**config.mk**
```make
export PLATFORM = sky130hd
export DESIGN_NAME = moving_avg_multi_ci
export DESIGN_NICKNAME = d
export VERILOG_FILES = /design/src/rtl/moving_avg_pkg.sv /design/src/rtl/moving_avg_sample_ram.sv /design/src/rtl/moving_avg_multi_ci.sv
export SDC_FILE = /design/constraint.sdc
export NUM_CORES = 2
export LEC_CHECK = 0
export CAP_MARGIN = 20
export CORE_AREA = 2 2 364 456
export DETAILED_ROUTE_END_ITERATION = 10
export DIE_AREA = 0 0 366 458
export GPL_TIMING_DRIVEN = 0
export SETUP_SLACK_MARGIN = 0.02
export SYNTH_ARGS = -nofsm -noshare
export SYNTH_HDL_FRONTEND = slang
export SYNTH_SLANG_ARGS = --single-unit
```
**constraint.sdc**
```tcl
create_clock -name clk -period 6.45 [get_ports clk]
set_input_delay 1.935 -clock clk [delete_from_list [all_inputs] [get_ports clk]]
set_output_delay 1.935 -clock clk [all_outputs]
set_load 0.05 [all_outputs]
```
**src/rtl/moving_avg_pkg.sv**
```systemverilog
// Shared types for the multi-channel moving-average custom instruction:
// command opcodes, datab field positions and controller states.
package moving_avg_pkg;

  typedef enum logic [1:0] {
    OP_PUSH  = 2'b00,
    OP_READ  = 2'b01,
    OP_CLEAR = 2'b10,
    OP_COUNT = 2'b11
  } op_e;

  localparam int OP_LSB = 0;
  localparam int OP_W   = 2;
  localparam int CH_LSB = 4;
  localparam int CH_W   = 4;

  typedef enum logic [1:0] {
    ST_IDLE,
    ST_FETCH,
    ST_UPDATE,
    ST_RESP
  } state_e;

endpackage

```
**src/rtl/moving_avg_sample_ram.sv**
```systemverilog
// Sample history store: simple dual-port, registered read, no reset so it
// maps onto block RAM.
module moving_avg_sample_ram #(
  parameter int DATA_W = 16,
  parameter int WORDS  = 64,
  parameter int ADDR_W = 6
) (
  input  logic              clk,
  input  logic              en,
  input  logic              we,
  input  logic [ADDR_W-1:0] waddr,
  input  logic [DATA_W-1:0] wdata,
  input  logic [ADDR_W-1:0] raddr,
  output logic [DATA_W-1:0] q
);

  logic [DATA_W-1:0] mem [WORDS];

  always_ff @(posedge clk) begin
    if (en) begin
      if (we) mem[waddr] <= wdata;
      q <= mem[raddr];
    end
  end

endmodule

```
**src/rtl/moving_avg_multi_ci.sv**
```systemverilog
// Multi-channel moving-average engine on the Nios II custom-instruction port.
// Running sums are updated incrementally: add newest sample, drop the oldest.
//
//   state     | meaning
//   ----------+-----------------------------------------------------------
//   ST_IDLE   | wait for start; latch op/ch/sample; PUSH presents RAM addr
//   ST_FETCH  | oldest sample returning from the registered RAM read
//   ST_UPDATE | update sum/ptr/count, write new sample into the window
//   ST_RESP   | register result, pulse done, back to idle
module moving_avg_multi_ci
  import moving_avg_pkg::*;
#(
  parameter int DATA_W     = 16,
  parameter int LOG2_DEPTH = 4,
  parameter int NUM_CH     = 4,
  parameter int SIGNED     = 0
) (
  input  logic        clk,
  input  logic        reset,
  input  logic        clk_en,
  input  logic        start,
  input  logic [31:0] dataa,
  input  logic [31:0] datab,
  output logic [31:0] result,
  output logic        done
);

  localparam int CH_IDX_W = (NUM_CH > 1) ? $clog2(NUM_CH) : 1;
  localparam int SUM_W    = DATA_W + LOG2_DEPTH;
  localparam int CNT_W    = LOG2_DEPTH + 1;
  localparam int ADDR_W   = CH_IDX_W + LOG2_DEPTH;
  localparam logic [CNT_W-1:0] CNT_FULL = {1'b1, {LOG2_DEPTH{1'b0}}};
  localparam logic [CH_W:0]    NUM_CH_L = (CH_W + 1)'(NUM_CH);
  localparam logic             IS_SIGNED = (SIGNED != 0);

  state_e                state;
  op_e                   op_r;
  logic [CH_IDX_W-1:0]   ch_r;
  logic [DATA_W-1:0]     sample_r;

  logic [SUM_W-1:0]      sum_q [NUM_CH];
  logic [LOG2_DEPTH-1:0] ptr_q [NUM_CH];
  logic [CNT_W-1:0]      cnt_q [NUM_CH];

  logic [CH_W-1:0]       ch_raw;
  logic                  ch_ok;
  logic [CH_IDX_W-1:0]   ch_sel;
  op_e                   op_sel;

  logic [DATA_W-1:0]     ram_q;
  logic [DATA_W-1:0]     oldest;
  logic [SUM_W-1:0]      oldest_x;
  logic [SUM_W-1:0]      sample_x;
  logic [SUM_W-1:0]      sum_next;
  logic [DATA_W-1:0]     avg;
  logic [31:0]           avg_x;
  logic [ADDR_W-1:0]     raddr;
  logic [ADDR_W-1:0]     waddr;
  logic                  ram_we;
  logic                  unused_bits;

  // Out-of-range channels fall back to a harmless READ of channel 0.
  assign ch_raw = datab[CH_LSB +: CH_W];
  assign ch_ok  = {1'b0, ch_raw} < NUM_CH_L;
  assign ch_sel = ch_ok ? ch_raw[CH_IDX_W-1:0] : '0;
  assign op_sel = ch_ok ? op_e'(datab[OP_LSB +: OP_W]) : OP_READ;

  // RAM contents are ignored until the window has been filled once.
  assign oldest   = (cnt_q[ch_r] == CNT_FULL) ? ram_q : '0;
  assign oldest_x = {{LOG2_DEPTH{IS_SIGNED & oldest[DATA_W-1]}}, oldest};
  assign sample_x = {{LOG2_DEPTH{IS_SIGNED & sample_r[DATA_W-1]}}, sample_r};
  assign sum_next = sum_q[ch_r] - oldest_x + sample_x;

  assign avg   = sum_q[ch_r][SUM_W-1:LOG2_DEPTH];
  assign avg_x = {{(32-DATA_W){IS_SIGNED & avg[DATA_W-1]}}, avg};

  // ptr only moves in UPDATE, so the latched address keeps ram_q stable.
  assign raddr  = (state == ST_IDLE) ? {ch_sel, ptr_q[ch_sel]} : {ch_r, ptr_q[ch_r]};
  assign waddr  = {ch_r, ptr_q[ch_r]};
  assign ram_we = (state == ST_UPDATE) && !reset;

  assign unused_bits = ^{dataa[31:DATA_W], datab[31:CH_LSB+CH_W],
                         datab[CH_LSB-1:OP_LSB+OP_W]};

  moving_avg_sample_ram #(
    .DATA_W (DATA_W),
    .WORDS  (NUM_CH * (1 << LOG2_DEPTH)),
    .ADDR_W (ADDR_W)
  ) u_ram (
    .clk   (clk),
    .en    (clk_en),
    .we    (ram_we),
    .waddr (waddr),
    .wdata (sample_r),
    .raddr (raddr),
    .q     (ram_q)
  );

  always_ff @(posedge clk) begin
    if (reset) begin
      state    <= ST_IDLE;
      result   <= '0;
      done     <= 1'b0;
      op_r     <= OP_PUSH;
      ch_r     <= '0;
      sample_r <= '0;
      for (int c = 0; c < NUM_CH; c++) begin
        sum_q[c] <= '0;
        ptr_q[c] <= '0;
        cnt_q[c] <= '0;
      end
    end else if (clk_en) begin
      done <= 1'b0;
      case (state)
        ST_IDLE: begin
          if (start) begin
            op_r     <= op_sel;
            ch_r     <= ch_sel;
            sample_r <= dataa[DATA_W-1:0];
            state    <= (op_sel == OP_PUSH) ? ST_FETCH : ST_RESP;
          end
        end
        ST_FETCH: state <= ST_UPDATE;
        ST_UPDATE: begin
          sum_q[ch_r] <= sum_next;
          ptr_q[ch_r] <= ptr_q[ch_r] + 1'b1;
          if (cnt_q[ch_r] != CNT_FULL) cnt_q[ch_r] <= cnt_q[ch_r] + 1'b1;
          state <= ST_RESP;
        end
        ST_RESP: begin
          done  <= 1'b1;
          state <= ST_IDLE;
          case (op_r)
            OP_COUNT: result <= {{(32-CNT_W){1'b0}}, cnt_q[ch_r]};
            OP_CLEAR: begin
              result      <= '0;
              sum_q[ch_r] <= '0;
              ptr_q[ch_r] <= '0;
              cnt_q[ch_r] <= '0;
            end
            default:  result <= avg_x;
          endcase
        end
        default: state <= ST_IDLE;
      endcase
    end
  end

endmodule

```
Yosys cells after proc, flatten, opt, wreduce, memory -nomap -nowiden. Memory sizes are Yosys's and may differ from the RTL's. A register that Yosys moved wholly into a read port is not among the register bits. Index checks and enable logic that the tools add are counted.

Bits in registers: 55. Memory bits (writable): 1140. Bits of input ports: 68. Memories: 4.

Memories: u_ram.mem (depth 64, bits a word 16, rd ports 1, clocked after memory_dff 1, write ports 1, RTL line moving_avg_sample_ram.sv:17) `logic [DATA_W-1:0] mem [WORDS];`; sum_q (depth 4, bits a word 20, rd ports 1, clocked after memory_dff 1, write ports 4, RTL line moving_avg_multi_ci.sv:41) `logic [SUM_W-1:0] sum_q [NUM_CH];`; cnt_q (depth 4, bits a word 5, rd ports 1, clocked after memory_dff 1, write ports 4, RTL line moving_avg_multi_ci.sv:43) `logic [CNT_W-1:0] cnt_q [NUM_CH];`; ptr_q (depth 4, bits a word 4, rd ports 2, clocked after memory_dff 1, write ports 4, RTL line moving_avg_multi_ci.sv:42) `logic [LOG2_DEPTH-1:0] ptr_q [NUM_CH];`.

Add/subtract/negate cells: 4. Magnitude comparators: 1. Equality and inequality tests: 8. Multiplexer cells: 46. Bitwise gates (word level): 3. Reduce and logical (&&, ||, !) cells: 10.

Operator list (number): $mux W20 (2); $pmux W16 S2 (1); $mux W2 (13); $mux W1 (23); $add A20 B16 Y20 (1); $reduce_or A20 Y1 (1); $sub A20 B16 Y20 (1); $mux W16 (1); $mux W5 (2); $eq A2 B2 Y1 const B (4); $mux W4 (2); $pmux W2 S4 (1); $mux W6 (1); $add A5 B1 Y5 const B (1); $eq A5 B5 Y1 const B (1); $ne A5 B5 Y1 const B (1); $reduce_or A5 Y1 (1); $add A4 B1 Y4 const B (1); $logic_not A2 Y1 (2); $lt A4 B3 Y1 const B (1); $reduce_and A2 Y1 (2); $reduce_or A4 Y1 (1); $or A1 B1 Y1 (3); $reduce_and A3 Y1 (1); other kinds (4) (4).

Depth between registers and ports, before layout.
Word-level depth: 9. Mapped depth: 20. Mapped depth without buffers: 18.

Hierarchy. A second synthesis with hierarchy kept.

Cell total of the unflattened synthesis: 2669. Area, all modules: 48955.7 µm².

Modules (own cells, without submodules): moving_avg_sample_ram (instances 1, cells each 1807, area each 40064.7 µm², sequential area each 31230.0 µm²); moving_avg_multi_ci (instances 1, cells each 862, area each 8891.0 µm², sequential area each 4304.1 µm²).

Worst setup path before layout. No wires, ideal clock.

Path type: reg-to-reg. From: reg with a tool-made name. To: mem sum_q[0][18] in the netlist's numbering, data pin. Setup time: 0.158 ns. Data arrival time: 4.780 ns. Data required time: 6.292 ns. Path slack: 1.513 ns. Stages on the path, launching flop included: 21. Period minus slack after synthesis: 4.937 ns. Cells stage by stage: dfxtp_1 > buf_4 > buf_2 > mux4_2 > inv_1 > ha_1 > nand2b_1 > nor3b_2 > clkbuf_1 > and2_1 > fa_1 > inv_1 > ha_1 > a21o_1 > a21oi_1 > o21ai_0 > a31oi_1 > a31o_2 > or4b_2 > o211a_1 > nor3_1.

RTL lines (RTL line): end, declared (moving_avg_multi_ci.sv:41).

Worst setup path in the final report.
From: in datab[4]. To: reg u_ram.q[4], read port of u_ram.mem, data pin.

Cells in the longest elaborated chain, start to end: 4.

RTL lines: start, declared (RTL line moving_avg_multi_ci.sv:23) `input logic [31:0] datab,`; $lt A4 B3 Y1 (RTL line moving_avg_multi_ci.sv:64) `assign ch_ok = {1'b0, ch_raw} < NUM_CH_L;`; $mux W2 * (RTL line moving_avg_multi_ci.sv:65) `assign ch_sel = ch_ok ? ch_raw[CH_IDX_W-1:0] : '0;`; $mem_v2 Z4 W4; $mux W6 * (RTL line moving_avg_multi_ci.sv:78) `assign raddr = (state == ST_IDLE) ? {ch_sel, ptr_q[ch_sel]} : {ch_r, ptr_q[ch_r]};`; end, declared (RTL line moving_avg_sample_ram.sv:14) `output logic [DATA_W-1:0] q`.

Mark *: on every way between the ends. The rest lies on a longest branch, timed or not. A chain may end at the register's enable or synchronous reset.

==> flow_summary.ini <==
[run_status]
outcome = completed

[cts]
path_clk_slew_ns = 0.06
cts.sinks = 1197
cts_inserted_buffers = 118
clockBufferDepth = 3
root_buffer = clkbuf_16
post_cts_buffers = 0
clock_latency_ns = 0.75
htree_num_levels = 3
cts_tree = built

[synthesis]
synth_edf_count = 1156
synth_area_sq_um = 48800
yosysTopAreaCell = edfxtp_1
synth_top_area_share_pct = 71.2
async_reset_ff_share_pct = 0
syn-instance-count = 3482
ys_types = 67
syn_avg_cell_area_sq_um = 14.0
yosys_most_used_dff = edfxtp_1
yosys_warnings = 0
yosys-top-cells-area = edfxtp_1 71%, nand2_1 5.4%, mux2i_1 3.2%
synth-seq-cells = 1197
seq_area_frac_synth_pct = 72.9

[global_route]
grt-ovfl-total = 0
grt_pass1_vias = 29817
grt_antenna_before_repair = 7
track_usage_pct = 16.8
grt_first_pass_wirelength_mm = 207
grt_max_degree = 67

[detailed_routing]
post_drt_wl_per_cell_um = 24.2
drtAntennaViolNets = 0
firstDrtPassIters = 8
vias_per_cell = 5.12
drc = 0
drt_iter0_markers = 3851
wirelength_mm = 145
num_vias = 30729

[critical_path]
cp_cell_sequence = clkdlybuf4s50_1 > buf_2 > mux2_2 > o221ai_1 > o22ai_2 > buf_2 > buf_2 > buf_2 > buf_1 > a221oi_1 > nor3_1 > nand4_1
worstPathArrival_ns = 6.82
reg2regPathDepth = 20
slowest_stage = nor3_1
crit_path_start_kind = primary input
crit_type = in -> reg
max_stage_delay_ns = 0.86
cp.required_ns = 6.84
crit_top_cell = buf_2
cp_max_fo = 10
cp.buffers_inverters = 6
cp-end-kind = flop
cp_top_family = buffers and inverters
worst-path-stages = 12

[floorplanning]
dieArea_sq_um = 168000
core_region_area_sq_um = 163000
die_x_um = 366
start_util_pct = 29.9
ios = 101
dieHeight_um = 458
rows = 166

[placed_design]
globalplace.congestion = 0.918
hpwl_mm = 96.9
placed_cell_area_sq_um = 53100
port_buffers = 42
dpl.cell_count = 5780

[timing]
fin_crit_ns = 6.42
setup_viol = 0
worstMarginPinSlew_ns = 1.05
period_share_pct = 99.6
clock.fmax_ghz = 0.156
finalHoldViolCount = 0
finalClockSkew_ns = 0.0398
slew_violations = 0
rsz0062_at_grt = false
relSlewSlack_pct = 29.2
setup_tns_ns = 0

[finish]
final_util_pct = 34.9
area_delta_synth_final_pct = 16.7
drive_above_1_share_pct = 12.0
stdcell_count = 5998
nets = 3827
final_area_sq_um = 56900

[flow_run]
cap_violations = 0

[power]
leakage_nw = 18.9
power.total_w = 0.0177
power.density_nw_per_um2 = 312
ir_drop_mv = 0.220

[min_path]
min_path_cells = 2
hp-class = reg -> reg
-- worst register-to-register path, cell delays in order, from the launching register on --
cell,delay (ns)
dfxtp_1,0.37
buf_4,0.27
buf_2,0.39
mux4_2,0.61
inv_1,0.08
ha_1,0.14
nand2b_1,0.10
nor3b_4,0.46
and2_1,0.21
ha_1,0.12
inv_1,0.04
ha_1,0.22
fa_1,0.50
a211o_1,0.30
a21oi_1,0.24
o21ai_0,0.16
a31oi_1,0.24
a31o_2,0.24
or4b_2,0.59
o211a_1,0.22
nor3_1,0.19
-- sequential cells by signal (all words and copies together), names as in the netlist, named ones only --
name and flops:
ch_r 2, cnt_q 20, done 1, op_r 2
ptr_q 16, result 16, sample_r 16, state 2
sum_q 80, u_ram.mem 1024, u_ram.q 16
-- kinds of logic after synthesis --
group	Yosys count	synth area share, %
multiplexers	188	4.58
adder cells (fa/ha/maj)	42	1.32
buffers and inverters	325	3.15
other	1	0.00769
XOR/XNOR	16	0.287
flip-flops	1197	72.9
AO/OA/AOI/OAI	462	6.61
AND/OR/NAND/NOR	1251	11.2
-- cell usage after synthesis (all sizes together) (16+ instances only) --
master	count
a32oi	58
ha	26
clkbuf	86
a31oi	95
nor2	185
fa	16
and2	23
mux4	28
nand4	43
buf	136
nand2b	18
inv	103
a21oi	136
mux2i	157
a221oi	101
nand2	703
and3	19
edfxtp	1156
nand3	154
nor3	41
dfxtp	41
-- cell usage in the layout, fill, tap and decap left out, types with 37 or more instances in the layout --
cell	netlist	routed
edfxtp_1	1156	1156
nand2_1	703	703
mux2i_1	157	157
nand3_1	154	154
a21oi_1	136	136
nor2_1	184	132
clkbuf_16	0	120
clkbuf_1	86	115
inv_1	103	103
a221oi_1	101	101
a31oi_1	95	95
buf_2	77	77
a32oi_1	58	58
nor2_2	1	53
nand4_1	43	43
clkdlybuf4s50_1	0	42
buf_4	33	39
nor3_1	41	37
-- where the power goes --
group | total, W | switching [W] | internal, W
clock network | 0.00668 | 0.00295 | 0.00373
registers | 0.00870 | 0.0000963 | 0.00860
logic | 0.00235 | 0.00167 | 0.000683
-- repair_timing --
item	in CTS	in global routing
hold buffers	0	0
gates resized for setup	0	2
endpoints found under the setup margin	0	2
-- final cells by class --
cell class / instances / area, sq um
Inverter: 103 / 387
Buffer: 222 / 1150
Timing Repair Buffer: 100 / 1370
Multi-Input combinational cell: 1975 / 11900
Antenna cell: 4 / 10.0
Sequential cell: 1197 / 35600
Clock buffer: 149 / 3110
Fill cell: 15774 / 106000
Clock inverter: 64 / 607
Tap cell: 2184 / 2730
-- through the flow --
step	worst slack, ns	hold slack [ns]
4_1_cts	0.302	0.499
3_5_place_dp	-0.472	0.489
5_1_grt	0.102	0.518
3_3_place_gp	-0.913	0.485
6_report	0.0255	0.493
2_1_floorplan	1.51	0.465
-- final timing paths --
| check | startpoint | slack (ns) | end |
|---|---|---|---|
| worst max-delay path | datab[4] | 0.03 | u_ram.q[4] |
| worst min-delay path | done | 0.49 | done |
| worst max register to register | flop | 0.60 | sum_q[2][18] |
| worst min register to register | done | 0.49 | done |
-- routing by layer --
metal	vias to the layer above	track usage, %	routed length, um
li1	13535	-	-
met1	15475	20.7	54800
met2	1397	28.6	71700
met3	312	2.67	11000
met4	10	8.52	7450
met5	-	0	68
Note: power is estimated with default switching activity, not from simulation.
